<file path="config.mk">
export PLATFORM = sky130hd
export DESIGN_NAME = lcd_write_engine_flat
export DESIGN_NICKNAME = d
export VERILOG_FILES = /design/src/rtl/lcd_pkg.sv /design/src/rtl/lcd_write_engine_if.sv /design/src/rtl/lcd_nibble_strobe.sv /design/src/rtl/lcd_write_engine.sv /design/src/flat_wrapper.sv
export SDC_FILE = /design/constraint.sdc
export NUM_CORES = 1
export LEC_CHECK = 0
export BUFFER_PORTS_ARGS = -buffer_cell sky130_fd_sc_hd__buf_2
export CAP_MARGIN = 20
export CORE_ASPECT_RATIO = 1.25
export CORE_UTILIZATION = 25
export CTS_CLUSTER_DIAMETER = 80
export DETAILED_ROUTE_END_ITERATION = 10
export SYNTH_ARGS = -nofsm -noshare
export SYNTH_HDL_FRONTEND = slang
export SYNTH_SLANG_ARGS = --single-unit
export TNS_END_PERCENT = 10
</file>
<file path="constraint.sdc">
create_clock -name I_CLK -period 5 [get_ports I_CLK]
set_input_delay 1.5 -clock I_CLK [delete_from_list [all_inputs] [get_ports I_CLK]]
set_output_delay 1.5 -clock I_CLK [all_outputs]
set_load 0.01 [all_outputs]
</file>
<file path="src/rtl/lcd_pkg.sv">
// lcd_pkg: shared states, LCD command bytes and control-bus bit positions for the LCD write engine.
package lcd_pkg;
  typedef enum logic [2:0] {S_PWR, S_INIT, S_CFG, S_IDLE, S_WRITE} state_t;
  typedef enum logic [1:0] {P_NIB1, P_GAP, P_NIB2, P_SETTLE} phase_t;
  localparam logic [7:0] LCD_FUNC_SET = 8'h28;
  localparam logic [7:0] LCD_ENTRY    = 8'h06;
  localparam logic [7:0] LCD_DISP_ON  = 8'h0C;
  localparam logic [7:0] LCD_CLEAR    = 8'h01;
  localparam int CTL_RS = 2;
  localparam int CTL_RW = 1;
  localparam int CTL_E  = 0;
  function automatic logic [7:0] cfg_byte(input logic [1:0] i);
    return i == 2'd0 ? LCD_FUNC_SET : i == 2'd1 ? LCD_ENTRY : i == 2'd2 ? LCD_DISP_ON : LCD_CLEAR;
  endfunction
endpackage

</file>
<file path="src/rtl/lcd_write_engine_if.sv">
// lcd_write_engine_if: write/clear handshake between the display FSM (master) and the LCD engine (slave).
interface lcd_write_engine_if;
  logic       I_WRITE_START;
  logic [7:0] I_DATA;
  logic       I_RS;
  logic       I_CLEAR_ALL;
  logic       O_INIT_DONE;
  logic       O_WRITE_DONE;
  logic       O_BUSY;
  modport master (output I_WRITE_START, I_DATA, I_RS, I_CLEAR_ALL, input O_INIT_DONE, O_WRITE_DONE, O_BUSY);
  modport slave  (input I_WRITE_START, I_DATA, I_RS, I_CLEAR_ALL, output O_INIT_DONE, O_WRITE_DONE, O_BUSY);
endinterface

</file>
<file path="src/rtl/lcd_nibble_strobe.sv">
// lcd_nibble_strobe: one timed nibble transfer -- data/RS setup, E high, hold; done flags the last hold cycle.
module lcd_nibble_strobe #(
  parameter int T_SETUP = 2,
  parameter int T_EHIGH = 12,
  parameter int T_HOLD  = 1
) (
  input  logic       clk,
  input  logic       rst_n,
  input  logic       start,
  input  logic [3:0] nibble,
  input  logic       rs,
  output logic [3:0] sf_d,
  output logic       lcd_rs,
  output logic       e,
  output logic       done
);
  localparam logic [15:0] E_ON  = 16'(T_SETUP);
  localparam logic [15:0] E_OFF = 16'(T_SETUP + T_EHIGH);
  localparam logic [15:0] LAST  = 16'(T_SETUP + T_EHIGH + T_HOLD - 1);
  logic        active;
  logic [15:0] cnt, nxt;
  assign nxt  = cnt + 16'd1;
  assign done = active && cnt == LAST;
  // E is registered from the next cycle index so it never glitches on the pin
  always_ff @(posedge clk or negedge rst_n)
    if (!rst_n) begin
      sf_d   <= '0;
      lcd_rs <= 1'b0;
      e      <= 1'b0;
      active <= 1'b0;
      cnt    <= '0;
    end else if (start) begin
      sf_d   <= nibble;
      lcd_rs <= rs;
      e      <= 1'b0;
      active <= 1'b1;
      cnt    <= '0;
    end else if (active) begin
      cnt    <= nxt;
      active <= !done;
      e      <= !done && nxt >= E_ON && nxt < E_OFF;
    end
endmodule

</file>
<file path="src/rtl/lcd_write_engine.sv">
// lcd_write_engine: power-on init, configuration, byte writes and clear commands for a 4-bit HD44780 LCD.
module lcd_write_engine
  import lcd_pkg::*;
#(
  parameter int T_POWERON    = 750000,
  parameter int T_INIT1      = 205000,
  parameter int T_INIT2      = 5000,
  parameter int T_SETUP      = 2,
  parameter int T_EHIGH      = 12,
  parameter int T_HOLD       = 1,
  parameter int T_NIBBLE_GAP = 50,
  parameter int T_CMD        = 2000,
  parameter int T_CLEAR      = 82000
) (
  input  logic                I_CLK,
  input  logic                I_RST_N,
  lcd_write_engine_if.slave   bus,
  output logic [3:0]          O_SF_D,
  output logic [2:0]          O_CONTROL
);
  function automatic logic [19:0] wait_of(input int n);
    return 20'(n - 1);
  endfunction
  state_t      state, state_d;
  phase_t      phase, phase_d;
  logic [1:0]  step, step_d;
  logic [19:0] wait_cnt, load_val;
  logic [7:0]  cap_byte;
  logic [3:0]  lo_q, n_nib;
  logic        rs_q, long_q, cap_rs, cap_long, clear_pend, init_done, write_done;
  logic        load, cap, done_d, take_clear, n_start, n_rs, n_done, s_rs, s_e;
  wire         wait_zero = wait_cnt == '0;
  lcd_nibble_strobe #(.T_SETUP(T_SETUP), .T_EHIGH(T_EHIGH), .T_HOLD(T_HOLD)) u_strobe (
    .clk(I_CLK), .rst_n(I_RST_N), .start(n_start), .nibble(n_nib), .rs(n_rs),
    .sf_d(O_SF_D), .lcd_rs(s_rs), .e(s_e), .done(n_done)
  );
  // A new byte launches its upper nibble on the same edge that captures it, so no idle cycles
  // appear between consecutive commands or between acceptance and the first nibble.
  always_comb begin
    state_d = state; phase_d = phase; step_d = step;
    n_start = 1'b0; n_nib = 4'h3; n_rs = 1'b0;
    load = 1'b0; load_val = '0;
    cap = 1'b0; cap_byte = LCD_CLEAR; cap_rs = 1'b0; cap_long = 1'b1;
    done_d = 1'b0; take_clear = 1'b0;
    case (state)
      S_PWR: if (wait_zero) begin
        state_d = S_INIT; step_d = '0; phase_d = P_NIB1; n_start = 1'b1;
      end
      S_INIT: if (phase == P_NIB1 && n_done) begin
        phase_d = P_SETTLE; load = 1'b1;
        load_val = step == 2'd0 ? wait_of(T_INIT1) : step == 2'd1 ? wait_of(T_INIT2) : wait_of(T_CMD);
      end else if (phase == P_SETTLE && wait_zero) begin
        phase_d = P_NIB1; n_start = 1'b1;
        if (step == 2'd3) begin
          state_d = S_CFG; step_d = '0; cap = 1'b1; cap_byte = cfg_byte(2'd0); cap_long = 1'b0;
          n_nib = cap_byte[7:4];
        end else begin
          step_d = step + 2'd1; n_nib = step == 2'd2 ? 4'h2 : 4'h3;
        end
      end
      S_IDLE: if (bus.I_CLEAR_ALL || clear_pend || bus.I_WRITE_START) begin
        take_clear = bus.I_CLEAR_ALL || clear_pend;
        state_d = S_WRITE; phase_d = P_NIB1; n_start = 1'b1; cap = 1'b1;
        cap_byte = take_clear ? LCD_CLEAR : bus.I_DATA;
        cap_rs = !take_clear && bus.I_RS;
        cap_long = take_clear;
        n_nib = cap_byte[7:4]; n_rs = cap_rs;
      end
      default: case (phase)
        P_NIB1: if (n_done) begin
          phase_d = P_GAP; load = 1'b1; load_val = wait_of(T_NIBBLE_GAP);
        end
        P_GAP: if (wait_zero) begin
          phase_d = P_NIB2; n_start = 1'b1; n_nib = lo_q; n_rs = rs_q;
        end
        P_NIB2: if (n_done) begin
          phase_d = P_SETTLE; load = 1'b1; load_val = long_q ? wait_of(T_CLEAR) : wait_of(T_CMD);
        end
        default: if (wait_zero) begin
          if (state == S_WRITE || step == 2'd3) begin
            state_d = S_IDLE; done_d = state == S_WRITE && !long_q;
          end else begin
            step_d = step + 2'd1; phase_d = P_NIB1; n_start = 1'b1; cap = 1'b1;
            cap_byte = cfg_byte(step + 2'd1); cap_long = step == 2'd2; n_nib = cap_byte[7:4];
          end
        end
      endcase
    endcase
  end
  always_ff @(posedge I_CLK or negedge I_RST_N)
    if (!I_RST_N) begin
      state      <= S_PWR;
      phase      <= P_NIB1;
      step       <= '0;
      wait_cnt   <= wait_of(T_POWERON);
      lo_q       <= '0;
      rs_q       <= 1'b0;
      long_q     <= 1'b0;
      clear_pend <= 1'b0;
      init_done  <= 1'b0;
      write_done <= 1'b0;
    end else begin
      state      <= state_d;
      phase      <= phase_d;
      step       <= step_d;
      wait_cnt   <= load ? load_val : wait_cnt - 20'(!wait_zero);
      if (cap) begin
        lo_q   <= cap_byte[3:0];
        rs_q   <= cap_rs;
        long_q <= cap_long;
      end
      clear_pend <= !take_clear && (clear_pend || (bus.I_CLEAR_ALL && init_done));
      init_done  <= init_done || state_d == S_IDLE;
      write_done <= done_d;
    end
  always_comb begin
    O_CONTROL = '0;
    O_CONTROL[CTL_RS] = s_rs;
    O_CONTROL[CTL_RW] = 1'b0;
    O_CONTROL[CTL_E]  = s_e;
  end
  assign bus.O_INIT_DONE  = init_done;
  assign bus.O_WRITE_DONE = write_done;
  assign bus.O_BUSY       = state != S_IDLE;
endmodule

</file>
<file path="src/flat_wrapper.sv">
// flat-port wrapper written by rule: the top's interface ports become plain ports
module lcd_write_engine_flat import lcd_pkg::*;
#(
  parameter int T_POWERON    = 750000,
  parameter int T_INIT1      = 205000,
  parameter int T_INIT2      = 5000,
  parameter int T_SETUP      = 2,
  parameter int T_EHIGH      = 12,
  parameter int T_HOLD       = 1,
  parameter int T_NIBBLE_GAP = 50,
  parameter int T_CMD        = 2000,
  parameter int T_CLEAR      = 82000
)
  (I_CLK, I_RST_N, O_SF_D, O_CONTROL, bus_I_WRITE_START, bus_I_DATA, bus_I_RS, bus_I_CLEAR_ALL, bus_O_INIT_DONE, bus_O_WRITE_DONE, bus_O_BUSY);
  lcd_write_engine_if bus_i ();
  input  logic I_CLK;
  input  logic I_RST_N;
  output logic [3:0] O_SF_D;
  output logic [2:0] O_CONTROL;
  input wire logic [$bits(bus_i.I_WRITE_START)-1:0] bus_I_WRITE_START;
  input wire logic [$bits(bus_i.I_DATA)-1:0] bus_I_DATA;
  input wire logic [$bits(bus_i.I_RS)-1:0] bus_I_RS;
  input wire logic [$bits(bus_i.I_CLEAR_ALL)-1:0] bus_I_CLEAR_ALL;
  output wire logic [$bits(bus_i.O_INIT_DONE)-1:0] bus_O_INIT_DONE;
  output wire logic [$bits(bus_i.O_WRITE_DONE)-1:0] bus_O_WRITE_DONE;
  output wire logic [$bits(bus_i.O_BUSY)-1:0] bus_O_BUSY;
  assign bus_i.I_WRITE_START = bus_I_WRITE_START;
  assign bus_i.I_DATA = bus_I_DATA;
  assign bus_i.I_RS = bus_I_RS;
  assign bus_i.I_CLEAR_ALL = bus_I_CLEAR_ALL;
  assign bus_O_INIT_DONE = bus_i.O_INIT_DONE;
  assign bus_O_WRITE_DONE = bus_i.O_WRITE_DONE;
  assign bus_O_BUSY = bus_i.O_BUSY;
  lcd_write_engine #(.T_POWERON(T_POWERON), .T_INIT1(T_INIT1), .T_INIT2(T_INIT2), .T_SETUP(T_SETUP), .T_EHIGH(T_EHIGH), .T_HOLD(T_HOLD), .T_NIBBLE_GAP(T_NIBBLE_GAP), .T_CMD(T_CMD), .T_CLEAR(T_CLEAR)) u_core (.I_CLK(I_CLK), .I_RST_N(I_RST_N), .bus(bus_i), .O_SF_D(O_SF_D), .O_CONTROL(O_CONTROL));
endmodule
</file>
==> out/metrics.csv <==
metric,value,unit
status,"complete, no violations",
cts_num_sinks,59,
io-pin-count,23,
avgSynthCellArea,8.86,sq um
syn_to_final_growth,14.7,%
root_buffer,clkbuf_16,
totalWireLength,9450,um
fillers,1586,
numPlacedInstances,648,
leakage,1.80,nW
synth_cell_types,63,
worst_pin_slew,931,ps
antenna_found_initial,0,
avgRoutedWirePerCell,14.2,um
drc,0,
grtUsageTotal,12.4,%
cts_setup_buffers,0,
final_common_cell,dfrtp_1,
async_reset_ff_share,100,%
worstSetupPathType,reg -> out,
relSlewSlack,37.5,%
hpwl,6980,um
grt_max_degree,35,
synth_seq_cells,59,
cts_tree,done,
layoutNonFillerInstCount,664,
p_total,0.00255,W
grt_pass1_wl,15800,um
rows,50,
cts_buffers,9,
rsz0062_at_grt,false,
maxCapViolCount,0,
comb_power_share,38.3,%
drt_iter0_markers,133,
ys_seq_area_share,38.5,%
die_w,113,um
p_seq_share,36.8,%
fin_crit,3300,ps
fin_nets,480,
setup_tns,0,ps
drv_slew,0,
grt_pass1_vias,3175,
startpoint_type,flop,
synthFlopType,dfrtp_1,
worstPathRequired,3500,ps
swShare,39.8,%
ir_worst_vdd,0.270,mV
syn-num-nets,467,
final_cell_mix,"dfrtp_1 (46), nor2_1 (45), nand2_1 (44)",
vias,3235,
clock_path_buffers,2,
hold_viol_final,0,
ys_warn_count,0,
viasPerCell,4.87,
drive_gt1_share,15.4,%
cp-end-kind,primary output,
cp_max_fo,12,
setup_viol,0,
diodes,0,
cts_max_level,3,
clk_pin_slew,50,ps
place.port_buffers,21,
clk_latency,330,ps
ctsHoldBuffers,0,
synthCells,438,
fin_skew,7.00,ps
hold_class,reg -> reg,
synth_edf_count,0,
intPower,0.00154,W
clkPwrFrac,25.0,%
clock.fmax,303,MHz
pwr_density_cell,574,mW/mm^2
post_cts_resized,0,
die_area,0.0160,sq mm
place_congestion,0.897,
syn-cell-area,0.00388,sq mm
min_period_over_period,66.0,%
arrival,1800,ps
die_y,141,um
grt_overflow,0,
switching_power,0.00102,W
initial_core_util,25.7,%
core_area,0.0151,sq mm
ant_nets,0,
drt_pass1_iterations,5,
[critical path: stages (launching register included)]
cell	delay, ps
dfrtp_1	500
nand2b_1	330
nor2_1	330
inv_1	150
buf_2	170
[kinds of logic after synthesis]
group / share of synthesized area [%]
AND/OR/NAND/NOR: 23.6
AO/OA/AOI/OAI: 16.5
flip-flops: 38.5
buffers and inverters: 5.29
XOR/XNOR: 7.68
adder cells (fa/ha/maj): 5.16
multiplexers: 3.10
other: 0.0967
[layout make-up]
class,count,area (sq um),share of cell area [%]
clock inverters,2,35.0,0.787
multi-input cells,334,2180,49.0
clock buffers,14,274,6.16
well taps,208,260,5.85
repair buffers,22,113,2.53
flip-flops and latches,59,1490,33.5
inverters,25,93.8,2.11
[per-stage QoR]
| step | hold WS (ps) | utilization, % | setup slack, ps | area (sq um) |
|---|---|---|---|---|
| 6_report | 456 | 29.5 | 1700 | 4450 |
| 4_1_cts | 457 | 29.5 | 1730 | 4450 |
| 5_1_grt | 473 | 29.5 | 1600 | 4450 |
| 3_5_place_dp | 450 | 27.5 | 1830 | 4140 |
| 2_1_floorplan | 427 | - | 2330 | 3880 |
| 3_3_place_gp | 446 | 27.5 | 1930 | 4140 |
[synthesized netlist by cell type, drive strengths merged, types with 5 or more instances]
| cell type | number | share of area [%] |
|---|---|---|
| ha | 16 | 5.2 |
| mux2 | 5 | 1.5 |
| dfstp | 13 | 8.8 |
| nor3 | 19 | 2.6 |
| o211ai | 6 | 1.2 |
| xor2 | 17 | 3.8 |
| or3 | 8 | 1.3 |
| nand4 | 10 | 1.8 |
| nand3 | 11 | 1.4 |
| nor2 | 45 | 4.4 |
| nor4 | 6 | 1.7 |
| a31oi | 5 | 0.81 |
| and3 | 6 | 0.97 |
| xnor2 | 17 | 3.8 |
| nand2 | 44 | 4.3 |
| a21oi | 22 | 2.8 |
| mux2i | 6 | 1.5 |
| clkbuf | 11 | 1.1 |
| buf | 9 | 1.8 |
| dfrtp | 46 | 30 |
| inv | 25 | 2.4 |
| nand2b | 5 | 0.81 |
| o21ai | 21 | 2.7 |
[worst paths after layout]
| path | slack (ps) | endpoint | startpoint | depth (start not counted) |
|---|---|---|---|---|
| min in group asynchronous | 1160 | u_core.u_strobe.cnt[11] | I_RST_N | 1 |
| min | 460 | u_core.wait_cnt[19] | u_core.wait_cnt[19] | 2 |
| max in group asynchronous | 2940 | u_core.wait_cnt[7] | I_RST_N | 2 |
| max | 1700 | bus_O_BUSY | u_core.state[2] | 4 |
| min reg2reg | 460 | u_core.wait_cnt[19] | u_core.wait_cnt[19] | 2 |
| max reg2reg | 2040 | u_core.u_strobe.sf_d[2] | u_core.wait_cnt[11] | 6 |
[power groups by stage]
stage	clock, W	combinational (W)	sequential, W
4_1_cts	0.000651	0.000974	0.000934
3_3_place_gp	0	0.000950	0.000930
2_1_floorplan	0	0.000843	0.000830
6_report	0.000638	0.000977	0.000938
5_1_grt	0.000671	0.00109	0.000969
3_5_place_dp	0	0.000967	0.000939
[state kept, by name (all words and copies together) (netlist names)]
name and cells:
u_core.u_strobe.e 1, u_core.u_strobe.active 1, u_core.u_strobe.lcd_rs 1, u_core.rs_q 1, u_core.state 3, u_core.long_q 1
u_core.wait_cnt 20, u_core.bus.O_WRITE_DONE 1, u_core.bus.O_INIT_DONE 1, u_core.step 2, u_core.phase 2, u_core.u_strobe.sf_d 4
u_core.clear_pend 1, u_core.lo_q 4, u_core.u_strobe.cnt 16
[metal layers]
metal	GRT usage, %	part of all wire (%)
met4	6.58	2.0
met2	21.1	50
met3	1.58	3.0
met5	0	0
met1	15.2	45
Power figures use the tool's default switching activity.
